**config.mk**
```make
export PLATFORM = sky130hd
export DESIGN_NAME = q610_divider
export DESIGN_NICKNAME = d
export VERILOG_FILES = /design/src/rtl/q610_pkg.sv /design/src/rtl/q610_abs.sv /design/src/rtl/q610_divider.sv
export SDC_FILE = /design/constraint.sdc
export NUM_CORES = 1
export LEC_CHECK = 0
export ABC_AREA = 1
export CORE_UTILIZATION = 59
export DETAILED_ROUTE_END_ITERATION = 16
export PLACE_DENSITY = 0.81
export SLEW_MARGIN = 10
export SYNTH_ARGS = -nofsm -noshare
export SYNTH_HDL_FRONTEND = slang
export SYNTH_SLANG_ARGS = --single-unit
```
**constraint.sdc**
```tcl
create_clock -name clk -period 4.7 [get_ports clk]
set_input_delay 1.41 -clock clk [delete_from_list [all_inputs] [get_ports clk]]
set_output_delay 1.41 -clock clk [all_outputs]
set_load 0.005 [all_outputs]
```
**src/rtl/q610_pkg.sv**
```systemverilog
// Shared Q6.10 fixed-point definitions for the divider and reciprocal units.
// Latency: n/a (constants and types only).
// Backpressure: n/a.
package q610_pkg;

  localparam int          Q_WIDTH   = 16;
  localparam int          Q_FRAC    = 10;
  localparam logic [15:0] Q_SAT_MAX = 16'h7FFF;
  // Negative saturation is the mirror of Q_SAT_MAX, keeping the range symmetric.
  localparam logic [15:0] Q_SAT_MIN = 16'h8001;

  typedef enum logic [1:0] {
    IDLE,
    CALC,
    DONE
  } div_state_t;

endpackage

```
**src/rtl/q610_abs.sv**
```systemverilog
// Signed two's-complement value to unsigned magnitude (combinational).
// Latency: 0 cycles. Backpressure: none.
// Ports: i_val signed input, o_mag unsigned magnitude (most negative value maps to 2^(W-1)).
module q610_abs #(
  parameter int W = 16
) (
  input  logic [W-1:0] i_val,
  output logic [W-1:0] o_mag
);

  // Read as unsigned, -(-2^(W-1)) = 2^(W-1) is exact, so no overflow case exists.
  assign o_mag = i_val[W-1] ? (~i_val + W'(1)) : i_val;

endmodule

```
**src/rtl/q610_divider.sv**
```systemverilog
// Sequential signed Q6.10 divider (restoring, one quotient bit per clock) with saturation.
// Latency: fixed 27 clocks from accepted start to o_done, divide-by-zero included.
// Backpressure: none; i_start is only honoured in IDLE, o_busy flags an operation in flight.
// Ports: clk/reset (async, active-high); i_start/i_num/i_den/i_abs sampled at start;
//        o_busy, o_done (1-cycle pulse), o_data/o_sat/o_divzero held until the next o_done.
module q610_divider
  import q610_pkg::*;
#(
  parameter int WIDTH = Q_WIDTH,
  parameter int FRAC  = Q_FRAC
) (
  input  logic             clk,
  input  logic             reset,
  input  logic             i_start,
  input  logic [WIDTH-1:0] i_num,
  input  logic [WIDTH-1:0] i_den,
  input  logic             i_abs,
  output logic             o_busy,
  output logic             o_done,
  output logic [WIDTH-1:0] o_data,
  output logic             o_sat,
  output logic             o_divzero
);

  localparam int DW = WIDTH + FRAC;   // dividend/quotient width, also the iteration count
  localparam int CW = $clog2(DW);

  logic [WIDTH-1:0] num_mag, den_mag;

  q610_abs #(.W(WIDTH)) u_abs_num (.i_val(i_num), .o_mag(num_mag));
  q610_abs #(.W(WIDTH)) u_abs_den (.i_val(i_den), .o_mag(den_mag));

  div_state_t       state_q, state_d;
  logic [CW-1:0]    cnt_q, cnt_d;
  logic [DW-1:0]    dvd_q, dvd_d;
  logic [WIDTH:0]   rem_q, rem_d;
  logic [DW-1:0]    quo_q, quo_d;
  logic [WIDTH-1:0] den_q, den_d;
  logic             neg_q, neg_d;
  logic             dz_q, dz_d;
  logic [WIDTH-1:0] data_q, data_d;
  logic             sat_q, sat_d;
  logic             divz_q, divz_d;
  logic             done_q, done_d;

  // The remainder is always below |den| <= 2^(WIDTH-1), so after the shift it
  // still fits WIDTH+1 bits; one extra bit on the difference carries the sign.
  logic [WIDTH:0]   rem_sh;
  logic [WIDTH+1:0] diff;
  logic             ovf;

  assign rem_sh = {rem_q[WIDTH-1:0], dvd_q[DW-1]};
  assign diff   = {1'b0, rem_sh} - {2'b00, den_q};
  // Any quotient bit at or above the sign position exceeds Q_SAT_MAX.
  assign ovf    = |quo_q[DW-1:WIDTH-1];

  always_comb begin
    state_d = state_q;
    cnt_d   = cnt_q;
    dvd_d   = dvd_q;
    rem_d   = rem_q;
    quo_d   = quo_q;
    den_d   = den_q;
    neg_d   = neg_q;
    dz_d    = dz_q;
    data_d  = data_q;
    sat_d   = sat_q;
    divz_d  = divz_q;
    done_d  = 1'b0;

    case (state_q)
      IDLE: begin
        if (i_start) begin
          den_d   = den_mag;
          neg_d   = (i_num[WIDTH-1] ^ i_den[WIDTH-1]) & ~i_abs;
          dz_d    = (i_den == '0);
          dvd_d   = {num_mag, {FRAC{1'b0}}};
          rem_d   = '0;
          quo_d   = '0;
          cnt_d   = '0;
          state_d = CALC;
        end
      end

      CALC: begin
        dvd_d = {dvd_q[DW-2:0], 1'b0};
        if (!diff[WIDTH+1]) begin
          rem_d = diff[WIDTH:0];
          quo_d = {quo_q[DW-2:0], 1'b1};
        end else begin
          rem_d = rem_sh;
          quo_d = {quo_q[DW-2:0], 1'b0};
        end
        cnt_d = cnt_q + CW'(1);
        if (cnt_q == CW'(DW - 1)) begin
          state_d = DONE;
        end
      end

      DONE: begin
        done_d = 1'b1;
        divz_d = dz_q;
        sat_d  = dz_q | ovf;
        // A zero divisor ran the full loop on garbage; its quotient is ignored.
        if (dz_q || ovf) begin
          data_d = neg_q ? WIDTH'(Q_SAT_MIN) : WIDTH'(Q_SAT_MAX);
        end else begin
          data_d = neg_q ? -quo_q[WIDTH-1:0] : quo_q[WIDTH-1:0];
        end
        state_d = IDLE;
      end

      default: state_d = IDLE;
    endcase
  end

  always_ff @(posedge clk or posedge reset) begin
    if (reset) begin
      state_q <= IDLE;
      cnt_q   <= '0;
      dvd_q   <= '0;
      rem_q   <= '0;
      quo_q   <= '0;
      den_q   <= '0;
      neg_q   <= 1'b0;
      dz_q    <= 1'b0;
      data_q  <= '0;
      sat_q   <= 1'b0;
      divz_q  <= 1'b0;
      done_q  <= 1'b0;
    end else begin
      state_q <= state_d;
      cnt_q   <= cnt_d;
      dvd_q   <= dvd_d;
      rem_q   <= rem_d;
      quo_q   <= quo_d;
      den_q   <= den_d;
      neg_q   <= neg_d;
      dz_q    <= dz_d;
      data_q  <= data_d;
      sat_q   <= sat_d;
      divz_q  <= divz_d;
      done_q  <= done_d;
    end
  end

  assign o_busy    = (state_q != IDLE);
  assign o_done    = done_q;
  assign o_data    = data_q;
  assign o_sat     = sat_q;
  assign o_divzero = divz_q;

endmodule

```
=== Yosys cells after proc, flatten, opt, wreduce, memory -nomap -nowiden ===
Index checks and enable logic that the tools add are counted.

* Word-level logic and storage cells: 56
* Flip-flop bits (word level): 112
* Output and inout port bits: 20
* Input port bits: 36

* Multiplexer cells: 19
* Bitwise logic cells: 6
* Equal/unequal tests: 5
* $add $sub $neg: 5
* Reduce and logical (&&, ||, !) cells: 9

{| class="wikitable"
|+ Operators by type and width
! kind !! count
|-
| 16-bit 2-to-1 mux || 7
|-
| 26-bit case mux with 2 select lines || 2
|-
| 26-bit 2-to-1 mux || 2
|-
| 16-bit by 1-bit adder with 16-bit output, second input constant || 2
|-
| 16-bit inverter || 2
|-
| 16-bit case mux with 2 select lines || 1
|-
| 17-bit by 16-bit subtractor with 18-bit output || 1
|-
| 16-bit logical NOT || 1
|-
| 16-bit negator || 1
|-
| 11-bit OR reduction || 1
|-
| 5-bit case mux with 2 select lines || 1
|-
| 2-bit AND reduction || 3
|-
| 5-bit by 1-bit adder with 5-bit output, second input constant || 1
|-
| 5-bit == test, second input constant || 1
|-
| 5-bit 2-to-1 mux || 1
|-
| 2-bit 2-to-1 mux || 2
|-
| 2-bit != test, second input constant || 2
|-
| 2-bit case mux with 2 select lines || 1
|-
| 2-bit nonzero test || 2
|-
| 2-bit by 1-bit == test with 1-bit output, second input constant || 1
|-
| 2-bit == test, second input constant || 1
|-
| 2-bit logical NOT || 1
|-
| 1-bit 2-to-1 mux || 2
|-
| 1-bit AND || 1
|-
| 4 further kinds || 4
|}

=== Longest topological paths before layout ===
* Depth in word-level cells: 5
* Mapped depth: 14
* Mapped depth without buffers: 14

=== Cells and area by module ===
A second synthesis with hierarchy kept.

* Cell total of the unflattened synthesis: 926
* Area, all modules: 6,557.5 um^2

{| class="wikitable"
|+ By module, submodules not included
! module !! area an instance (um^2) !! instances !! cells an instance !! sequential area each (um^2)
|-
| q610_divider || 5,701.7 || 1 || 746 || 2,552.4
|-
| q610_abs || 427.9 || 2 || 90 || 0.0
|}

=== Worst setup path after synthesis ===
No wires, ideal clock.

* Kind: input-to-reg
* From: input i_den[0]
* To: register den_q[12]
* Required time: 4.582 ns
* Setup time: 0.118 ns
* Setup slack: 2.133 ns
* Buffers on the path: 0
* Stages: 11
* Arrival time: 2.449 ns
* Cells stage by stage: inv_1 > ha_1 > inv_1 > nor3_1 > nand3_1 > nor2_1 > nand3_1 > nand2_1 > nand2_1 > nand3_1 > nand2_1

* Word-level cells in the longest chain between the ends: 3

{| class="wikitable"
|+ RTL lines
! element !! line !! RTL
|-
| start: declaration || q610_divider.sv:16 || <nowiki>input logic [WIDTH-1:0] i_den,</nowiki>
|-
| 16-bit inverter || q610_abs.sv:12 || <nowiki>assign o_mag = i_val[W-1] ? (~i_val + W'(1)) : i_val;</nowiki>
|-
| 16-bit by 1-bit adder with 16-bit output || q610_abs.sv:12 ||
|-
| 16-bit 2-to-1 mux || q610_abs.sv:12 ||
|-
| end signal: assignment || q610_divider.sv:137 || <nowiki>den_q <= den_d;</nowiki>
|-
| end: declaration || q610_divider.sv:38 || <nowiki>logic [WIDTH-1:0] den_q, den_d;</nowiki>
|}

No other way between the ends.
A chain may end at the register's enable or synchronous reset.

=== Worst setup path after layout ===
* From: input i_start
* To: register quo_q[0]

* Word-level cells in the longest chain between the ends: 2

{| class="wikitable"
|+ RTL lines
! element !! line !! RTL
|-
| start: declaration || q610_divider.sv:14 || <nowiki>input logic i_start,</nowiki>
|-
| 2-bit != test (no source line) || n/a ||
|-
| 2-bit AND reduction (no source line) || n/a ||
|-
| end signal: assignment || q610_divider.sv:136 || <nowiki>quo_q <= quo_d;</nowiki>
|-
| end: declaration || q610_divider.sv:37 || <nowiki>logic [DW-1:0] quo_q, quo_d;</nowiki>
|}

No other way between the ends.

==> run_results.csv <==
group,metric,value,unit
outcome,status,"finished clean",
timing,layout_setup_ws,1340,ps
worst_hold_path,hp-class,"flip-flop to flip-flop",
clock_network,htree_levels,3,
clock_network,cts_buffers,9,
timing,setup_tns,0,ps
global_route,use_met1,0.386,
layout,antenna_cells,0,
flow_run,cap_violations,0,
timing,rsz0062_at_grt,"no",
clock_network,numClockSinks,102,
logic_synthesis,synth_edf_count,0,
logic_synthesis,ys.flop_type,"dfrtp_1",
worst_setup_path,cp.arrival,3650,ps
logic_synthesis,ys_top_cells_by_area,"dfrtp_1 40%, nand2_1 15%, nand3_1 7.5%",
placement,numPlacedInstances,1058,
power,p_comb_frac,0.620,
die,io_pins,56,
timing,fin_crit,3360,ps
placement,portBuffers,55,
die,rows,37,
logic_synthesis,syn_inst,893,
power,intPower,2610,uW
drt,vias_per_cell,5.44,
timing,worst_pin_slew,918,ps
die,core_area,10500,sq um
logic_synthesis,syn_area_per_cell,7.20,sq um
logic_synthesis,yosys_warnings,0,
layout,layout-drive-gt1-share,0.0640,
logic_synthesis,synth-async-reset-ratio,1.00,
logic_synthesis,yosysTopAreaCell,"dfrtp_1",
layout,synthToLayoutAreaGrowth,11.8,%
power,p_sw,2610,uW
global_route,grt_max_degree,56,
drt,antenna_left,0,
drt,vias,5835,
global_route,grtUsageMet3,0.0466,
worst_setup_path,cp-end-kind,"flip-flop",
logic_synthesis,post-synth-top-count-cell,"nand2_1",
logic_synthesis,ys_seq_area_frac,0.397,
global_route,gr-max-usage-layer,"met2",
die,start_util,0.614,
die,die_area,11300,sq um
global_route,grt_use_met2,0.455,
logic_synthesis,yosysTopAreaCellShare,0.397,
clock_network,cts_max_path_buffers,2,
layout,finalNonFillerCells,1073,
global_route,track_usage,0.279,
logic_synthesis,syn-num-nets,951,
power,seqPwrFrac,0.284,
timing,post-route-period-util,0.715,
logic_synthesis,synth_common_cells,"258 x nand2_1, 126 x inv_1, 102 x dfrtp_1",
logic_synthesis,synthDistinctLibCells,41,
clock_network,insertion_delay,370,ps
timing,finalHoldViolations,0,
power,clockPowerShare,0.096,
drt,remaining_drc_errors,0,
clock_network,cts_tree,"yes",
placement,hpwl,10900,um
die,die_x,106,um
drt,drtIter0Drc,358,
drt,post_drt_wl_per_cell,13.7,um
timing,fin_skew,10.3,ps
worst_setup_path,crit_type,"input port to flip-flop",
drt,dr.pass1.iters,5,
global_route,grt_antenna_before_repair,0,
worst_setup_path,worst-path-max-fanout,35,
drt,drt_wl_total,14700,um
timing,relSlewSlack,0.387,
worst_setup_path,cp.required,4990,ps
timing,fmax,298,MHz
logic_synthesis,ys_ff_latch,102,
power,swShare,0.500,
placement,post-place-ws,1030,ps
placement,place_congestion,0.854,
global_route,grt_pass1_wl,25200,um
timing,drv_slew,0,
power,cellPowerDensity,728,nW/um^2
clock_network,ctsResizeCount,0,
power,p_leak,0.00368,uW
clock_network,postCtsHoldBufs,0,
power,vdd_ir_drop_max,0.315,mV
clock_network,postCtsSetupBuffers,0,
global_route,overflow,0,
worst_setup_path,start_kind,"input port",
layout,nNetsFinal,991,
clock_network,clockRootBuffer,"clkbuf_8",
global_route,grt_pass1_vias,5524,
logic_synthesis,synth.cell_area,6430,sq um
die,die_h,106,um
timing,setup_violations,0,
clock_network,clk_pin_slew_worst_paths,100,ps
## path summary, 6_finish.rpt
check | slack, ps | endpoint | cells past startpoint | from
max | 1340 | quo_q[0] | 6 | i_start
min | 490 | o_data[13] | 2 | o_data[13]
max reg2reg | 2360 | quo_q[0] | 6 | state_q[1]
min reg2reg | 490 | o_data[13] | 2 | o_data[13]
max in group asynchronous | 2410 | den_q[14] | 3 | reset
min in group asynchronous | 1500 | rem_q[5] | 2 | reset
## worst max-delay path, cell delays in order
cell	delay, ps
clkdlybuf4s50_1	430
nand2_2	350
inv_2	100
nor2_4	660
inv_2	410
o21ai_0	270
## metrics by stage
| stage | cell area [sq um] | hold WS [ps] | power [uW] | util |
|---|---|---|---|---|
| 2_1_floorplan | 6430 | 446 | 4040 | - |
| 3_3_place_gp | 7020 | 461 | 4560 | 0.671 |
| 3_5_place_dp | 7020 | 464 | 4700 | 0.671 |
| 4_1_cts | 7190 | 490 | 5210 | 0.687 |
| 5_1_grt | 7190 | 518 | 5750 | 0.687 |
| 6_report | 7190 | 491 | 5230 | 0.687 |
## cell type report
cell class / count / area, sq um
multi-input cells: 624 / 3200
repair buffers: 59 / 581
inverters: 137 / 517
clock buffers: 10 / 128
fillers: 920 / 3280
clock inverters: 5 / 35.0
flip-flops and latches: 102 / 2550
well taps: 136 / 170
## registers in the layout (all words and copies together), names as in the netlist, 2 cells and up
register,flops
quo_q,26
den_q,16
dvd_q,16
o_data,16
rem_q,16
cnt_q,5
state_q,2
## layout by cell type (no fill, tap or decap), types with 2 or more instances in the layout
master	synthesis	layout
inv_2	8	8
nor3_1	7	7
nand2_1	258	258
nor2_1	56	55
nand3_1	96	96
buf_4	1	4
a22oi_1	13	13
nand4_1	13	13
clkinv_2	0	2
xor2_1	12	12
a21oi_1	22	22
clkbuf_8	0	9
clkinv_1	3	3
o22ai_1	27	27
xnor2_1	4	4
inv_1	126	125
nand3b_1	11	11
o21ai_1	3	3
clkdlybuf4s50_1	0	55
nand3_2	4	4
ha_1	21	21
dfrtp_1	102	102
or2_2	2	2
mux2i_1	2	2
nor2_4	2	2
nand2_2	14	14
nor3_2	2	2
inv_6	0	2
nor2_2	5	6
o21ai_0	35	35
o211ai_1	6	6
## power groups by stage
stage / clock, uW / combinational [uW] / sequential (uW)
4_1_cts: 505 / 3220 / 1480
3_3_place_gp: 0 / 3090 / 1480
5_1_grt: 539 / 3680 / 1520
2_1_floorplan: 0 / 2620 / 1410
3_5_place_dp: 0 / 3210 / 1490
6_report: 501 / 3240 / 1490
## layer usage
metal	up-vias	wire, um
li1	2957	-
met1	2690	6800
met2	164	6960
met3	24	689
met4	0	208
met5	-	0
## cell families (layout without fill, tap and decap cells)
group / count (synthesis) / count (layout) / synth area share
fa+ha+maj: 22 / 22 / 0.0440
compound gates: 110 / 110 / 0.0999
flops: 102 / 102 / 0.397
xor+xnor: 16 / 16 / 0.0218
buf+inv: 167 / 211 / 0.105
simple gates: 474 / 474 / 0.329
mux: 2 / 2 / 0.00311
No activity file was read; power rests on OpenSTA's default activity.
